[config.mk]
export PLATFORM = sky130hd
export DESIGN_NAME = cgra_kernel_loader
export DESIGN_NICKNAME = d
export VERILOG_FILES = /design/src/rtl/cgra_kernel_loader_pkg.sv /design/src/rtl/cgra_kernel_loader.sv
export SDC_FILE = /design/constraint.sdc
export NUM_CORES = 1
export LEC_CHECK = 0
export BUFFER_PORTS_ARGS = -buffer_cell sky130_fd_sc_hd__buf_4
export CORE_ASPECT_RATIO = 1.25
export CORE_MARGIN = 4
export CORE_UTILIZATION = 25
export CTS_CLUSTER_DIAMETER = 50
export CTS_CLUSTER_SIZE = 40
export DETAILED_ROUTE_END_ITERATION = 6
export PLACE_DENSITY_LB_ADDON = 0.08
export REMOVE_ABC_BUFFERS = 1
export SLEW_MARGIN = 20
export SYNTH_ARGS = -nofsm -noshare
export SYNTH_HDL_FRONTEND = slang
export SYNTH_SLANG_ARGS = --single-unit
export TNS_END_PERCENT = 5
[constraint.sdc]
create_clock -name clk_i -period 2.4 [get_ports clk_i]
set_input_delay 0.24 -clock clk_i [delete_from_list [all_inputs] [get_ports clk_i]]
set_output_delay 0.24 -clock clk_i [all_outputs]
set_load 0.02 [all_outputs]
[src/rtl/cgra_kernel_loader_pkg.sv]
// cgra_kernel_loader_pkg: shared FSM state encoding and kernel-table line sizing
//   state_t          : launch sequencer states
//   table_line_width : width of one packed kernel-table line {nr, ptr, loc, ctx}
package cgra_kernel_loader_pkg;

    typedef enum logic [2:0] {
        IDLE,
        LOOKUP,
        LOAD,
        DRAIN,
        START,
        RUN
    } state_t;

    function automatic int table_line_width(int cpw, int lipw, int ctxw);
        return 2 * cpw + lipw + ctxw;
    endfunction

    localparam int TABLE_LINE_WIDTH = table_line_width(9, 9, 9);

endpackage

[src/rtl/cgra_kernel_loader.sv]
// cgra_kernel_loader: kernel launch sequencer (table lookup, constant streaming, CGRA start/wait)
//   clk_i/rst_i            : clock, synchronous active-high reset
//   launch_*               : launch request handshake (ready only in IDLE)
//   kt_*                   : kernel-table read port (combinational, same-cycle data)
//   cmem_*                 : constant memory read port (data one cycle after strobe)
//   const_wr_*             : constant register file write port
//   cgra_*                 : CGRA start pulse, held context/location pointers, done input
//   busy_o/done_o/err_o    : status; err_o only active with KERNEL_LOADER_BOUNDS_CHECK_EN defined
// Optional feature macro: KERNEL_LOADER_BOUNDS_CHECK_EN (reject constant ranges past the top of memory)
module cgra_kernel_loader
    import cgra_kernel_loader_pkg::*;
#(
    parameter int ADDR_WIDTH                         = 9,
    parameter int CONST_POINTER_WIDTH                = 9,
    parameter int LOCATION_INFORMATION_POINTER_WIDTH = 9,
    parameter int CONTEXT_POINTER_WIDTH              = 9,
    parameter int DATA_WIDTH                         = 32
) (
    input  logic                                          clk_i,
    input  logic                                          rst_i,
    input  logic                                          launch_valid_i,
    output logic                                          launch_ready_o,
    input  logic [ADDR_WIDTH-1:0]                         launch_kernel_i,
    output logic [ADDR_WIDTH-1:0]                         kt_addr_o,
    input  logic [CONST_POINTER_WIDTH-1:0]                kt_nr_of_constants_i,
    input  logic [CONST_POINTER_WIDTH-1:0]                kt_constants_pointer_i,
    input  logic [LOCATION_INFORMATION_POINTER_WIDTH-1:0] kt_locationInformation_pointer_i,
    input  logic [CONTEXT_POINTER_WIDTH-1:0]              kt_context_pointer_i,
    output logic                                          cmem_rd_en_o,
    output logic [CONST_POINTER_WIDTH-1:0]                cmem_addr_o,
    input  logic [DATA_WIDTH-1:0]                         cmem_data_i,
    output logic                                          const_wr_en_o,
    output logic [CONST_POINTER_WIDTH-1:0]                const_wr_idx_o,
    output logic [DATA_WIDTH-1:0]                         const_wr_data_o,
    output logic                                          cgra_start_o,
    output logic [CONTEXT_POINTER_WIDTH-1:0]              cgra_context_o,
    output logic [LOCATION_INFORMATION_POINTER_WIDTH-1:0] cgra_locinfo_o,
    input  logic                                          cgra_done_i,
    output logic                                          busy_o,
    output logic                                          done_o,
    output logic                                          err_o
);

    localparam int CPW    = CONST_POINTER_WIDTH;
    localparam int LIPW   = LOCATION_INFORMATION_POINTER_WIDTH;
    localparam int CTXW   = CONTEXT_POINTER_WIDTH;
    localparam int LINE_W = table_line_width(CPW, LIPW, CTXW);
    localparam logic [CPW-1:0] ONE = 1;

    state_t            state;
    logic [ADDR_WIDTH-1:0] id_q;
    logic [LINE_W-1:0] line_q;
    logic [CPW-1:0]    cnt;
    logic              rd_en_q;
    logic [CPW-1:0]    addr_q;
    logic              wr_en_q;
    logic [CPW-1:0]    wr_idx_q;
    logic              start_q;
    logic [CTXW-1:0]   ctx_q;
    logic [LIPW-1:0]   loc_q;
    logic              done_q;

    logic [CPW-1:0]  nr_f;
    logic [CPW-1:0]  ptr_f;
    logic [LIPW-1:0] loc_f;
    logic [CTXW-1:0] ctx_f;

    assign nr_f  = line_q[LINE_W-1 -: CPW];
    assign ptr_f = line_q[LINE_W-CPW-1 -: CPW];
    assign loc_f = line_q[CTXW +: LIPW];
    assign ctx_f = line_q[0 +: CTXW];

`ifdef KERNEL_LOADER_BOUNDS_CHECK_EN
    logic           err_q;
    logic [CPW:0]   end_sum;
    logic           oob;
    // One bit wider so that ptr + nr landing exactly on 2^CPW is still in range.
    assign end_sum = {1'b0, kt_constants_pointer_i} + {1'b0, kt_nr_of_constants_i};
    assign oob     = end_sum > {1'b1, {CPW{1'b0}}};
    assign err_o   = err_q;
`else
    assign err_o   = 1'b0;
`endif

    always_ff @(posedge clk_i) begin
        if (rst_i) begin
            state    <= IDLE;
            id_q     <= '0;
            line_q   <= '0;
            cnt      <= '0;
            rd_en_q  <= 1'b0;
            addr_q   <= '0;
            wr_en_q  <= 1'b0;
            wr_idx_q <= '0;
            start_q  <= 1'b0;
            ctx_q    <= '0;
            loc_q    <= '0;
            done_q   <= 1'b0;
`ifdef KERNEL_LOADER_BOUNDS_CHECK_EN
            err_q    <= 1'b0;
`endif
        end else begin
            // Every read issued in LOAD becomes a write in the following cycle.
            wr_en_q  <= state == LOAD;
            wr_idx_q <= cnt;
            start_q  <= 1'b0;
            done_q   <= 1'b0;
            case (state)
                IDLE: if (launch_valid_i) begin
                    id_q  <= launch_kernel_i;
                    state <= LOOKUP;
`ifdef KERNEL_LOADER_BOUNDS_CHECK_EN
                    err_q <= 1'b0;
`endif
                end
                LOOKUP: begin
                    line_q <= {kt_nr_of_constants_i, kt_constants_pointer_i,
                               kt_locationInformation_pointer_i, kt_context_pointer_i};
                    cnt    <= '0;
                    addr_q <= kt_constants_pointer_i;
`ifdef KERNEL_LOADER_BOUNDS_CHECK_EN
                    if (oob) begin
                        state  <= IDLE;
                        done_q <= 1'b1;
                        err_q  <= 1'b1;
                    end else
`endif
                    if (kt_nr_of_constants_i == '0) begin
                        state   <= START;
                        start_q <= 1'b1;
                        ctx_q   <= kt_context_pointer_i;
                        loc_q   <= kt_locationInformation_pointer_i;
                    end else begin
                        state   <= LOAD;
                        rd_en_q <= 1'b1;
                    end
                end
                LOAD: if (cnt == nr_f - ONE) begin
                    state   <= DRAIN;
                    rd_en_q <= 1'b0;
                end else begin
                    cnt    <= cnt + ONE;
                    addr_q <= ptr_f + cnt + ONE;
                end
                DRAIN: begin
                    state   <= START;
                    start_q <= 1'b1;
                    ctx_q   <= ctx_f;
                    loc_q   <= loc_f;
                end
                START: state <= RUN;
                RUN: if (cgra_done_i) begin
                    state  <= IDLE;
                    done_q <= 1'b1;
                end
                default: state <= IDLE;
            endcase
        end
    end

    assign launch_ready_o  = state == IDLE;
    assign busy_o          = state != IDLE;
    assign kt_addr_o       = id_q;
    assign cmem_rd_en_o    = rd_en_q;
    assign cmem_addr_o     = addr_q;
    assign const_wr_en_o   = wr_en_q;
    assign const_wr_idx_o  = wr_idx_q;
    // Gated so the write data port reads zero whenever no write is in flight.
    assign const_wr_data_o = wr_en_q ? cmem_data_i : '0;
    assign cgra_start_o    = start_q;
    assign cgra_context_o  = ctx_q;
    assign cgra_locinfo_o  = loc_q;
    assign done_o          = done_q;

endmodule

==> Flow_metrics.wiki, run 1 <==
{| class="wikitable"
! Metric !! Value
|-
| Result of the run || completed
|-
| Share of synthesized cell area in and, or, nand and nor gates || 0.2792
|-
| DIE WIDTH || ~130 um
|-
| Level count of the clock H-tree || 3
|-
| Final Cycle Share || 0.9972
|-
| Die area || ~21000 sq um
|-
| Final WL || between 15000 and 20000 um
|-
| Die span in y || 161.6 um
|-
| Insertion delay of the later-clocked pin in the worst-skew pair || about 0.35 ns
|-
| Setup_tns || 0 ns
|-
| Kind of cell with the highest combined delay on the critical path || compound AO/OA/AOI/OAI gates
|-
| Worst Max-Slew Pin Slew || between 0.7 and 0.8 ns
|-
| Initial standard-cell utilization of the core || 0.2578
|-
| Final Hold Viols || 0
|-
| Xor and xnor area share after synthesis || 0.02784
|-
| Number of cell rows || 55
|-
| Upper clock frequency limit || 417.8 MHz
|-
| Number of antenna violations at the first check in global routing || 0
|-
| Worst-path maximum fanout || 2
|-
| Routability congestion estimate from global placement || about 0.79
|-
| Number of buffer cells added on primary ports || between 150 and 200
|-
| Number of storage elements in the synthesis netlist || between 90 and 100
|-
| Multiplexer area fraction after synthesis || 0.01750
|-
| Mean instance size in the synthesized netlist || between 7 and 8 sq um
|-
| Post-DRT Antenna Nets || 0
|-
| Part of the Yosys area used for sequential elements || 0.4116
|-
| Via density per instance || slightly below 5
|-
| Async set-reset flop share out of synthesis || 0
|-
| Antenna Diode Count || 0
|-
| GR Util All Layers || 0.1467
|-
| CTS max path bufs || 2
|-
| Yosys warnings || 0
|-
| Area Growth Syn to Fin || 42.59%
|-
| Total Nets Final || around 860
|-
| Floorplan core area || ~18000 sq um
|-
| Count of pins on the block boundary || approximately 170
|-
| Count of hold-fix buffers inserted at cts || 0
|-
| Final count of pins violating max slew || 0
|-
| Cell type with the highest occurrence count on the critical path || inv_2
|-
| Number of maximum-capacitance violations || 0
|-
| Routed length per placed instance || 15.81 um
|-
| Power density normalized to cell area || ~700 nW/um^2
|-
| Total power of the final layout || just under 5000 uW
|-
| Critical Path Slowest Stage Cell || a2111oi_4
|-
| Dpl hpwl || approximately 12000 um
|-
| Maximum number of pins on one net before global-route repair || 42
|-
| Slew margin rel. || 0.5005
|-
| Summed instance area of the synthesized netlist || about 4700 sq um
|-
| Max Clock Skew || between 0.01 and 0.015 ns
|-
| Highest ir drop seen on vdd || 0.3089 mV
|-
| Cells after Synth || approximately 600
|-
| Data arrival time of the critical path || 2.66 ns
|-
| Path category of the worst min-delay check || input port to flop
|-
| TritonCTS clock tree || built
|-
| RSZ-0062 raised after global routing || true
|-
| Most used flip-flop cell after synthesis || dfxtp_1
|-
| Post-CTS clock slew at the launch and capture registers of the worst setup and hold paths || 0.08 ns
|-
| Number of distinct library cells after synthesis || 63
|-
| Number of sinks on the clock net || a little under 100
|-
| Total overflow reported by the global router || 0
|-
| List of cells traversed by the critical path || inv_2 > ha_4 > inv_2 > fa_2 > a21o_1 > a211o_1 > a2111oi_4 > nor3_1 > nand3b_1 > a221oi_2
|-
| First-pass GRT wire length || approximately 25000 um
|-
| Minimum period implied by the final worst setup slack || 2.393 ns
|-
| Fraction of the mapped netlist area in compound gates || 0.1811
|-
| Nature of the critical path endpoint || flop
|-
| Detailed-route via count || 4788
|-
| Share of cells above drive strength 1 || 0.3151
|-
| Biggest cell delay along the critical path || approximately 0.37 ns
|-
| Setup CP Type || flop to flop
|-
| Root cell of the clock tree || clkbuf_16
|-
| Drt initial violations || about 220
|-
| EDFF count, synth || 0
|-
| Core occupancy in the finished layout || 0.3675
|-
| Via count of the first global-routing pass || approximately 4600
|-
| Required time at the worst-slack endpoint || 2.66 ns
|-
| Residual DRC count || 0
|-
| Adder-Cell Fraction of Synth Area || 0.03076
|-
| Startpoint Class || flop
|-
| Number of detailed-routing iterations run before antenna repair || 4
|-
| Dominant combinational cell family by area after synthesis || simple AND/OR/NAND/NOR gates
|-
| Leakage power figure || approximately 0.0028 uW
|-
| Worst path buffer plus inverter count || 2
|-
| Endpoints failing setup || 0
|-
| Total clock buffers created by CTS || 9
|}
-- cell families (layout without fill, tap and decap cells) --
kind of cell | after synthesis | after routing
compound gates | 126 | 126
xor+xnor | 15 | 15
fa+ha+maj | 11 | 11
buf+inv | 59 | 231
flops | 97 | 97
mux | 8 | 8
other cells | 1 | 1
simple gates | 279 | 279
-- placed cells by master (no fill, tap or decap), types with 3 or more instances in the layout --
cell type	count
a21boi_1	3
a21oi_1	52
a311oi_1	20
a31oi_1	7
and2_1	33
buf_4	194
clkbuf_16	9
dfxtp_1	95
ha_1	9
inv_1	14
inv_2	3
mux2i_1	6
nand2_1	133
nand3_1	25
nor2_1	34
nor2b_1	9
nor3_1	12
nor4_1	6
o2111ai_1	4
o21a_1	3
o21ai_0	9
o22ai_1	3
o31ai_1	4
or3_1	5
xnor2_1	13
-- path summary, 6_finish.rpt --
kind / start / endpoint / slack (ns) / depth (start not counted)
setup / recovery: cnt[0] / cmem_addr_o[8] / 0.007 / 10
hold / removal: kt_locationInformation_pointer_i[5] / line_q[14] / 0.14 / 3
setup reg to reg: cnt[0] / cmem_addr_o[8] / 0.007 / 10
hold reg to reg: line_q[11] / line_q[11] / 0.46 / 2
-- Yosys cell counts (7+ instances only) --
cell type | count | area [sq um]
a311oi_1 | 20 | 175.2
nand3_1 | 25 | 125.1
inv_1 | 17 | 63.81
nor2_1 | 36 | 135.1
nor3_1 | 13 | 65.06
o21ai_0 | 9 | 45.04
a31oi_1 | 7 | 43.79
clkbuf_1 | 35 | 131.4
xnor2_1 | 13 | 113.9
nand2_1 | 133 | 499.2
ha_1 | 10 | 125.1
and2_1 | 33 | 206.5
dfxtp_1 | 97 | 1942
nor2b_1 | 10 | 62.56
a21oi_1 | 52 | 260.3
-- power by group --
group / internal, uW / switching, uW
Sequential: 1770 / 114
Combinational: 611 / 849
Clock: 820 / 665
Total: 3200 / 1630
-- worst reg2reg max path, cell delays in order (launching register included) --
cell and delay [ns]:
dfxtp_2 0.32, inv_2 0.07, ha_4 0.13, inv_2 0.04, fa_2 0.36, a21o_1 0.20, a211o_1 0.35, a2111oi_4 0.38
nor3_1 0.07, nand3b_1 0.17, a221oi_2 0.23
-- registers in the layout (all words and copies together), names as in the netlist --
name            count
cgra_locinfo_o      9
cmem_rd_en_o        1
cgra_start_o        1
const_wr_en_o       1
done_o              1
state               3
const_wr_idx_o      9
kt_addr_o           9
cmem_addr_o         9
cnt                 9
line_q             36
cgra_context_o      9
-- cell type report --
class / instances / area, sq um
clock buffer: 9 / 225.2
clock inverter: 7 / 77.57
fill: 1940 / 11580
inverter: 18 / 67.56
multi-input combinational: 440 / 2620
sequential: 97 / 1944
tap: 228 / 285.3
timing repair buffer: 197 / 1508
-- repair_timing --
action                                  in CTS  in global routing
hold endpoints to repair                     0                  0
setup buffers                                0                  2
endpoints found under the setup margin       2                 18
resized for setup                            4                 13
pin swaps                                    1                  7
-- through the flow --
| step | worst slack [ns] | instances | cell area [sq um] | hold WS (ns) |
|---|---|---|---|---|
| 6_report | 0.006779 | 996 | 6728 | 0.1360 |
| 5_1_grt | -0.08737 | 996 | 6728 | 0.1253 |
| 4_1_cts | 0.01273 | 994 | 6666 | 0.1229 |
| 3_5_place_dp | -0.1782 | 978 | 6336 | 0.4479 |
| 3_3_place_gp | -0.1123 | 978 | 6336 | 0.4419 |
| 2_1_floorplan | -0.4510 | 555 | 4544 | 0.3062 |
-- per-layer routing --
metal  wire (um)  vias to the layer above  global-route usage  part of all wire
met5           0                        -                   0                 0
met4         203                        0             0.04210             0.013
met3         761                       12             0.02415             0.048
met2        8155                      121              0.2510              0.52
met1        6629                     2254              0.1881              0.42
li1            -                     2401                   -                 -
Power figures use the tool's default switching activity.
==> inputs of run 2 (changes only) <==
Settings changed: PLACE_DENSITY_LB_ADDON 0.08 to unset.
==> run 2 against run 1 <==
  * Sequential power about the same
  * Total power increased by 0.83%
  * Via count decreased by 3.4%
  * Hold slack got worse by 0.0056 ns
  * Highest routed layer unchanged
==> Flow_metrics.wiki, run 2 (synthesis gave the netlist of run 1 again) <==
{| class="wikitable"
! Metric !! Value
|-
| Total power of the final layout || 4870 uW (was 4830 uW)
|-
| Share of cells above drive strength 1 || 0.3147 (was 0.3151)
|-
| Total clock buffers created by CTS || 9 (unchanged)
|-
| Final count of pins violating max slew || 0 (unchanged)
|-
| Highest ir drop seen on vdd || 0.3879 mV (was 0.3089 mV)
|-
| Worst Max-Slew Pin Slew || 0.7808 ns (was 0.7475 ns)
|-
| Area of all sequential standard cells || 1944 sq um (unchanged)
|-
| Number of antenna violations at the first check in global routing || 0 (unchanged)
|-
| Minimum period implied by the final worst setup slack || 2.395 ns (was 2.393 ns)
|-
| RSZ-0062 raised after global routing || true (unchanged)
|-
| Level count of the clock H-tree || 3 (unchanged)
|-
| Power density normalized to cell area || 722.9 nW/um^2 (was 717.9 nW/um^2)
|-
| Endpoints failing setup || 0 (unchanged)
|-
| Number of maximum-capacitance violations || 0 (unchanged)
|-
| Setup CP Type || flop to flop (unchanged)
|-
| Number of buffer cells added on primary ports || 163 (unchanged)
|-
| Insertion delay of the later-clocked pin in the worst-skew pair || 0.35 ns (about the same)
|-
| Worst-path maximum fanout || 2 (unchanged)
|-
| Die area || 21150 sq um (unchanged)
|-
| Root cell of the clock tree || clkbuf_16 (unchanged)
|-
| Leakage power figure || 0.002810 uW (was 0.002812 uW)
|-
| Via density per instance || 4.639 (was 4.807)
|-
| Slew margin rel. || 0.4788 (was 0.5005)
|-
| Hold Crit Depth || 3 (unchanged)
|-
| Post-CTS clock slew at the launch and capture registers of the worst setup and hold paths || 0.07 ns (was 0.08 ns)
|-
| Met3 routed WL || 823 um (was 761 um)
|-
| Routed length per placed instance || 15.22 um (was 15.81 um)
|-
| DIE WIDTH || 130.9 um (unchanged)
|-
| TritonCTS clock tree || built (unchanged)
|-
| Die span in y || 161.6 um (unchanged)
|-
| Drt initial violations || 158 (was 218)
|-
| Number of cell rows || 55 (unchanged)
|-
| Final cell count without fillers || 997 (was 996)
|-
| Total placed cells including tap cells || 979 (was 978)
|-
| Startpoint Class || flop (unchanged)
|-
| Via count of the first global-routing pass || 4432 (was 4634)
|-
| End of the worst register-to-register path || cmem_addr_o[8] (unchanged)
|-
| Dpl hpwl || 11210 um (was 11680 um)
|-
| R2r startpoint || cnt[0] (unchanged)
|-
| First-pass GRT wire length || 23610 um (was 24760 um)
|-
| Flip-flop count of the largest register, all copies and words added || 36 (unchanged)
|-
| CTS max path bufs || 2 (unchanged)
|-
| Antenna Diode Count || 0 (unchanged)
|-
| # fillers || 1893 (was 1940)
|-
| Total overflow reported by the global router || 0 (unchanged)
|-
| Wire length on met2 || 7567 um (was 8155 um)
|-
| Beginning of the worst hold path || launch_kernel_i[8] (was kt_locationInformation_pointer_i[5])
|-
| Maximum number of pins on one net before global-route repair || 47 (was 42)
|-
| Count of hold-fix buffers inserted at cts || 0 (unchanged)
|-
| Uppermost signal routing layer after detailed routing || met4 (unchanged)
|-
| Commonest non-fill, non-tap cells in the layout || 196 x buf_4, 133 x nand2_1, 95 x dfxtp_1, 52 x a21oi_1 (was 194 x buf_4, 133 x nand2_1, 95 x dfxtp_1, 52 x a21oi_1, 34 x nor2_1)
|-
| Number of sinks on the clock net || 97 (unchanged)
|-
| GR Util All Layers || 0.1395 (was 0.1467)
|-
| Max Clock Skew || 0.01097 ns (was 0.01027 ns)
|-
| Count of pins on the block boundary || 165 (unchanged)
|-
| Final Hold Viols || 0 (unchanged)
|-
| Area Growth Syn to Fin || 42.77% (was 42.59%)
|-
| Upper clock frequency limit || 417.6 MHz (was 417.8 MHz)
|-
| Data arrival time of the critical path || 2.66 ns (about the same)
|-
| Core occupancy in the finished layout || 0.3680 (was 0.3675)
|-
| Tightest hold margin || 0.1304 ns (was 0.1360 ns)
|-
| Required time at the worst-slack endpoint || 2.67 ns (was 2.66 ns)
|-
| Reg2reg path depth || 10 (unchanged)
|-
| Most common library cell in the layout ignoring fill and taps || buf_4 (unchanged)
|-
| Final Cycle Share || 0.9978 (was 0.9972)
|-
| Floorplan core area || 18310 sq um (unchanged)
|-
| Residual DRC count || 0 (unchanged)
|-
| Final WL || 15170 um (was 15750 um)
|-
| Path category of the worst min-delay check || input port to flop (unchanged)
|-
| Area of the multi-input gates || 2638 sq um (was 2620 sq um)
|-
| Post-DRT Antenna Nets || 0 (unchanged)
|-
| Initial standard-cell utilization of the core || 0.2578 (unchanged)
|-
| Setup slack of the worst register-to-register path || 0.005 ns (was 0.007 ns)
|-
| Result of the run || completed (unchanged)
|-
| Largest register by flop count || line_q (unchanged)
|-
| Total Nets Final || 856 (was 855)
|-
| Hold path endpoint || kt_addr_o[8] (was line_q[14])
|-
| Number of detailed-routing iterations run before antenna repair || 4 (unchanged)
|-
| Routability congestion estimate from global placement || 0.7932 (was 0.7916)
|-
| Setup_tns || 0 ns (unchanged)
|-
| Nature of the critical path endpoint || flop (unchanged)
|-
| Detailed-route via count || 4625 (was 4788)
|-
| M1 WL || 6544 um (was 6629 um)
|}
==> run 2: worst max-delay path by stage <==
stage                  start        endpoint  slack, ns  cells past startpoint
floorplan           state[1]  cmem_addr_o[4]      -0.45                      6
global placement      cnt[0]  cmem_addr_o[8]      -0.06                     10
detailed placement    cnt[0]  cmem_addr_o[8]      -0.11                     10
CTS                   cnt[0]  cmem_addr_o[8]       0.01                     10
global route          cnt[0]  cmem_addr_o[8]      -0.17                     10
finish                cnt[0]  cmem_addr_o[8]      0.005                     10
==> run 2: final cells by class <==
cell class	count	share of cell area
Timing Repair Buffer	197	0.2214
Sequential cell	97	0.2886
Inverter	18	0.01003
Clock inverter	6	0.01059
Clock buffer	10	0.03548
Tap cell	228	0.04235
Multi-Input combinational cell	441	0.3915
==> run 2: routing by layer <==
metal  vias up  global-route usage
met2        96              0.2255
met5         -                   0
met3        19             0.03506
met1      2111              0.1812
li1       2399                   -
met4         0             0.04443
==> run 2: metrics by stage <==
stage	area [sq um]	setup WS, ns
6_report	6736	0.005315
3_5_place_dp	6329	-0.1120
4_1_cts	6645	0.01139
5_1_grt	6736	-0.1714
2_1_floorplan	4544	-0.4510
3_3_place_gp	6329	-0.06406
==> run 2: report_power, final <==
| part | switching, uW | internal [uW] | leakage, uW |
|---|---|---|---|
| Clock | 685 | 849 | 0.000146 |
| Sequential | 117 | 1770 | 0.000790 |
| Combinational | 837 | 611 | 0.00187 |
==> run 2: timing repair <==
action,in CTS,in global routing
buffers inserted,0,1
endpoints found under the setup margin,2,15
gates resized for setup,2,15
endpoints found under the hold margin,0,0
pin swaps,1,8
cloned,0,1
==> run 2: worst max-delay path, stage by stage, from the launching register on <==
cell and delay [ns]:
dfxtp_2 0.33, inv_2 0.07, ha_4 0.14, inv_2 0.04
fa_2 0.35, a21o_1 0.20, a211o_1 0.31, a2111oi_4 0.41
nor3_2 0.06, nand3b_1 0.17, a221oi_2 0.23
==> inputs of run 3 (changes only) <==
Settings changed: BUFFER_PORTS_ARGS -buffer_cell sky130_fd_sc_hd__buf_4 to -buffer_cell sky130_fd_sc_hd__clkbuf_2, CTS_CLUSTER_DIAMETER 50 to unset, GPL_TIMING_DRIVEN set to 1.
==> run 3 against run 2 <==
  * Cell count down 0.20%
  * Via count grew 0.76%
  * Critical path depth unchanged
  * Sequential cell count is the same
  * Maximum frequency up 0.54%
  * Die area is the same
  * Critical endpoint unchanged
  * Largest cell class unchanged
  * Highest routed layer unchanged
==> Flow_metrics.wiki, run 3 (synthesis gave the netlist of run 1 again) <==
{| class="wikitable"
! Metric !! Value
|-
| Result of the run || completed (unchanged)
|-
| Net Sw Frac || 0.3406 (was 0.3368)
|-
| Initial standard-cell utilization of the core || 0.2578 (unchanged)
|-
| Number of cell rows || 55 (unchanged)
|-
| Level count of the clock H-tree || 3 (unchanged)
|-
| Die span in y || 161.6 um (unchanged)
|-
| End of the worst register-to-register path || cmem_addr_o[8] (unchanged)
|-
| Biggest cell delay along the critical path || 0.39 ns (was 0.41 ns)
|-
| Slew margin rel. || 0.4961 (was 0.4788)
|-
| Sequential power share || 0.401 (was 0.388)
|-
| Final instance area || 6297 sq um (was 6736 sq um)
|-
| Area Growth Syn to Fin || 33.47% (was 42.77%)
|-
| Detailed-route via count || 4660 (was 4625)
|-
| Core occupancy in the finished layout || 0.3440 (was 0.3680)
|-
| Setup slack of the worst register-to-register path || 0.02 ns (was 0.005 ns)
|-
| Startpoint Class || flop (unchanged)
|-
| Max Clock Skew || 0.008786 ns (was 0.01097 ns)
|-
| Combinational group share of total power || 0.282 (was 0.297)
|-
| Root cell of the clock tree || clkbuf_16 (unchanged)
|-
| Total placed cells including tap cells || 977 (was 979)
|-
| Dpl hpwl || 10840 um (was 11210 um)
|-
| Power density normalized to cell area || 744.5 nW/um^2 (was 722.9 nW/um^2)
|-
| Cell type with the highest occurrence count on the critical path || inv_2 (unchanged)
|-
| Total Nets Final || 854 (was 856)
|-
| Number of buffer cells added on primary ports || 163 (unchanged)
|-
| Proportion of power drawn by the clock network || 0.317 (was 0.315)
|-
| Share of cells above drive strength 1 || 0.3116 (was 0.3147)
|-
| Path category of the worst min-delay check || input port to flop (unchanged)
|-
| Worst-path maximum fanout || 2 (unchanged)
|-
| R2r startpoint || cnt[0] (unchanged)
|-
| Most common library cell in the layout ignoring fill and taps || clkbuf_2 (was buf_4)
|-
| RSZ-0062 raised after global routing || true (unchanged)
|-
| Setup slack of the critical path after layout || 0.01810 ns (was 0.005315 ns)
|-
| Final Cycle Share || 0.9925 (was 0.9978)
|-
| Die area || 21150 sq um (unchanged)
|-
| Start point of the critical path || cnt[0] (unchanged)
|-
| # fillers || 1992 (was 1893)
|-
| Number of maximum-capacitance violations || 0 (unchanged)
|-
| Minimum period implied by the final worst setup slack || 2.382 ns (was 2.395 ns)
|-
| GR Util All Layers || 0.1362 (was 0.1395)
|-
| Highest ir drop seen on vdd || 0.3351 mV (was 0.3879 mV)
|-
| Kind of cell with the highest combined delay on the critical path || compound AO/OA/AOI/OAI gates (unchanged)
|-
| Number of detailed-routing iterations run before antenna repair || 5 (was 4)
|-
| Leakage power figure || 0.002675 uW (was 0.002810 uW)
|-
| Count of pins on the block boundary || 165 (unchanged)
|-
| Count of hold-fix buffers inserted at cts || 0 (unchanged)
|-
| Total overflow reported by the global router || 0 (unchanged)
|-
| Total clock buffers created by CTS || 9 (unchanged)
|-
| Number of antenna violations at the first check in global routing || 0 (unchanged)
|-
| Upper clock frequency limit || 419.8 MHz (was 417.6 MHz)
|-
| Number of sinks on the clock net || 97 (unchanged)
|-
| Routability congestion estimate from global placement || 0.7879 (was 0.7932)
|-
| Drt initial violations || 199 (was 158)
|-
| Post-DRT Antenna Nets || 0 (unchanged)
|-
| Required time at the worst-slack endpoint || 2.66 ns (was 2.67 ns)
|-
| CTS max path bufs || 2 (unchanged)
|-
| Last element of the critical path || cmem_addr_o[8] (unchanged)
|-
| Via density per instance || 4.683 (was 4.639)
|-
| First-pass GRT wire length || 23140 um (was 23610 um)
|-
| Commonest non-fill, non-tap cells in the layout || 162 x clkbuf_2, 133 x nand2_1, 95 x dfxtp_1, 52 x a21oi_1, 34 x nor2_1 (was 196 x buf_4, 133 x nand2_1, 95 x dfxtp_1, 52 x a21oi_1)
|-
| Final WL || 14550 um (was 15170 um)
|-
| Endpoints failing setup || 0 (unchanged)
|-
| DIE WIDTH || 130.9 um (unchanged)
|-
| Critical Path Slowest Stage Cell || a2111oi_4 (unchanged)
|-
| Data arrival time of the critical path || 2.64 ns (was 2.66 ns)
|-
| DP Worst Slack || -0.1275 ns (was -0.1120 ns)
|-
| Flip-flop count of the largest register, all copies and words added || 36 (unchanged)
|-
| Worst path buffer plus inverter count || 2 (unchanged)
|-
| List of cells traversed by the critical path || inv_2 > ha_4 > inv_2 > fa_2 > a21o_1 > a211o_1 > a2111oi_4 > nor3_1 > nand3b_1 > a221oi_2 (was inv_2 > ha_4 > inv_2 > fa_2 > a21o_1 > a211o_1 > a2111oi_4 > nor3_2 > nand3b_1 > a221oi_2)
|-
| Largest register by flop count || line_q (unchanged)
|-
| Final Hold Viols || 0 (unchanged)
|-
| Final count of pins violating max slew || 0 (unchanged)
|-
| Worst Max-Slew Pin Slew || 0.7549 ns (was 0.7808 ns)
|-
| Nature of the critical path endpoint || flop (unchanged)
|-
| Cell area reported after detailed placement || 5918 sq um (was 6329 sq um)
|-
| Via count of the first global-routing pass || 4519 (was 4432)
|-
| Reg2reg path depth || 10 (unchanged)
|-
| Net switching power of the design || 1597 uW (was 1640 uW)
|-
| Routed length per placed instance || 14.62 um (was 15.22 um)
|-
| Setup CP Type || flop to flop (unchanged)
|-
| Residual DRC count || 0 (unchanged)
|-
| Cell depth of the worst setup path || 10 (unchanged)
|-
| Final cell count without fillers || 995 (was 997)
|-
| Maximum number of pins on one net before global-route repair || 90 (was 47)
|-
| Power Internal || 3092 uW (was 3230 uW)
|-
| TritonCTS clock tree || built (unchanged)
|-
| Insertion delay of the later-clocked pin in the worst-skew pair || 0.35 ns (about the same)
|-
| Antenna Diode Count || 0 (unchanged)
|-
| Post-CTS clock slew at the launch and capture registers of the worst setup and hold paths || 0.07 ns (about the same)
|-
| Floorplan core area || 18310 sq um (unchanged)
|}
[run 3: cell types whose count changed in the layout (fill, tap and decap cells not counted), sizes merged]
cell,before,now
buf,197,34
clkbuf,10,172
o2111a,2,1
[run 3: worst min-delay path: stages]
cell and delay [ns]:
clkbuf_2 0.08, nand2_1 0.04, a21oi_1 0.05
[run 3: cell type report]
| type | count | area, sq um | share of cell area |
|---|---|---|---|
| Multi-Input combinational cell | 440 | 2609 | 0.4143 |
| Tap cell | 228 | 285.3 | 0.04530 |
| Inverter | 18 | 67.56 | 0.01073 |
| Clock buffer | 10 | 229.0 | 0.03636 |
| Timing Repair Buffer | 196 | 1089 | 0.1729 |
| Clock inverter | 6 | 73.82 | 0.01172 |
| Sequential cell | 97 | 1944 | 0.3088 |
[run 3: worst min path at each step]
stage                        from  slack, ns        endpoint  depth (start not counted)
4_1_cts        launch_kernel_i[8]       0.09    kt_addr_o[8]                          3
3_3_place_gp            line_q[0]       0.44       line_q[0]                          2
5_1_grt        launch_kernel_i[1]       0.09    kt_addr_o[1]                          3
3_5_place_dp           line_q[11]       0.45      line_q[11]                          2
6_report       launch_kernel_i[8]       0.10    kt_addr_o[8]                          3
2_1_floorplan               rst_i       0.31  cmem_addr_o[8]                          1
[run 3: power by group through the flow]
stage	sequential, uW	combinational, uW	clock [uW]
global route	1900	1470	1600
finish	1880	1320	1480
global placement	1910	1310	0
floorplan	2010	680	0
CTS	1880	1320	1550
detailed placement	1920	1320	0
[run 3: per-layer routing]
layer / global-route usage / wire [um]
met1: 0.1723 / 6299
met2: 0.2227 / 7263
met3: 0.04069 / 765
met4: 0.04022 / 220
met5: 0 / 0
[run 3: per-stage QoR]
stage / TNS (ns) / power (uW) / hold WS, ns
after detailed placement: -0.1275 / 3235 / 0.4470
final: 0 / 4688 / 0.1024
after global routing: -0.1734 / 4980 / 0.09205
after floorplan: -7.928 / 2694 / 0.3062
after CTS: 0 / 4751 / 0.08597
after global placement: -0.06522 / 3226 / 0.4421
[run 3: repair_timing]
action | in CTS | in global routing
gates resized for setup | 3 | 12
pin swaps | 0 | 8
buffers inserted | 0 | 2
setup endpoints to repair | 1 | 11
hold endpoints to repair | 0 | 0
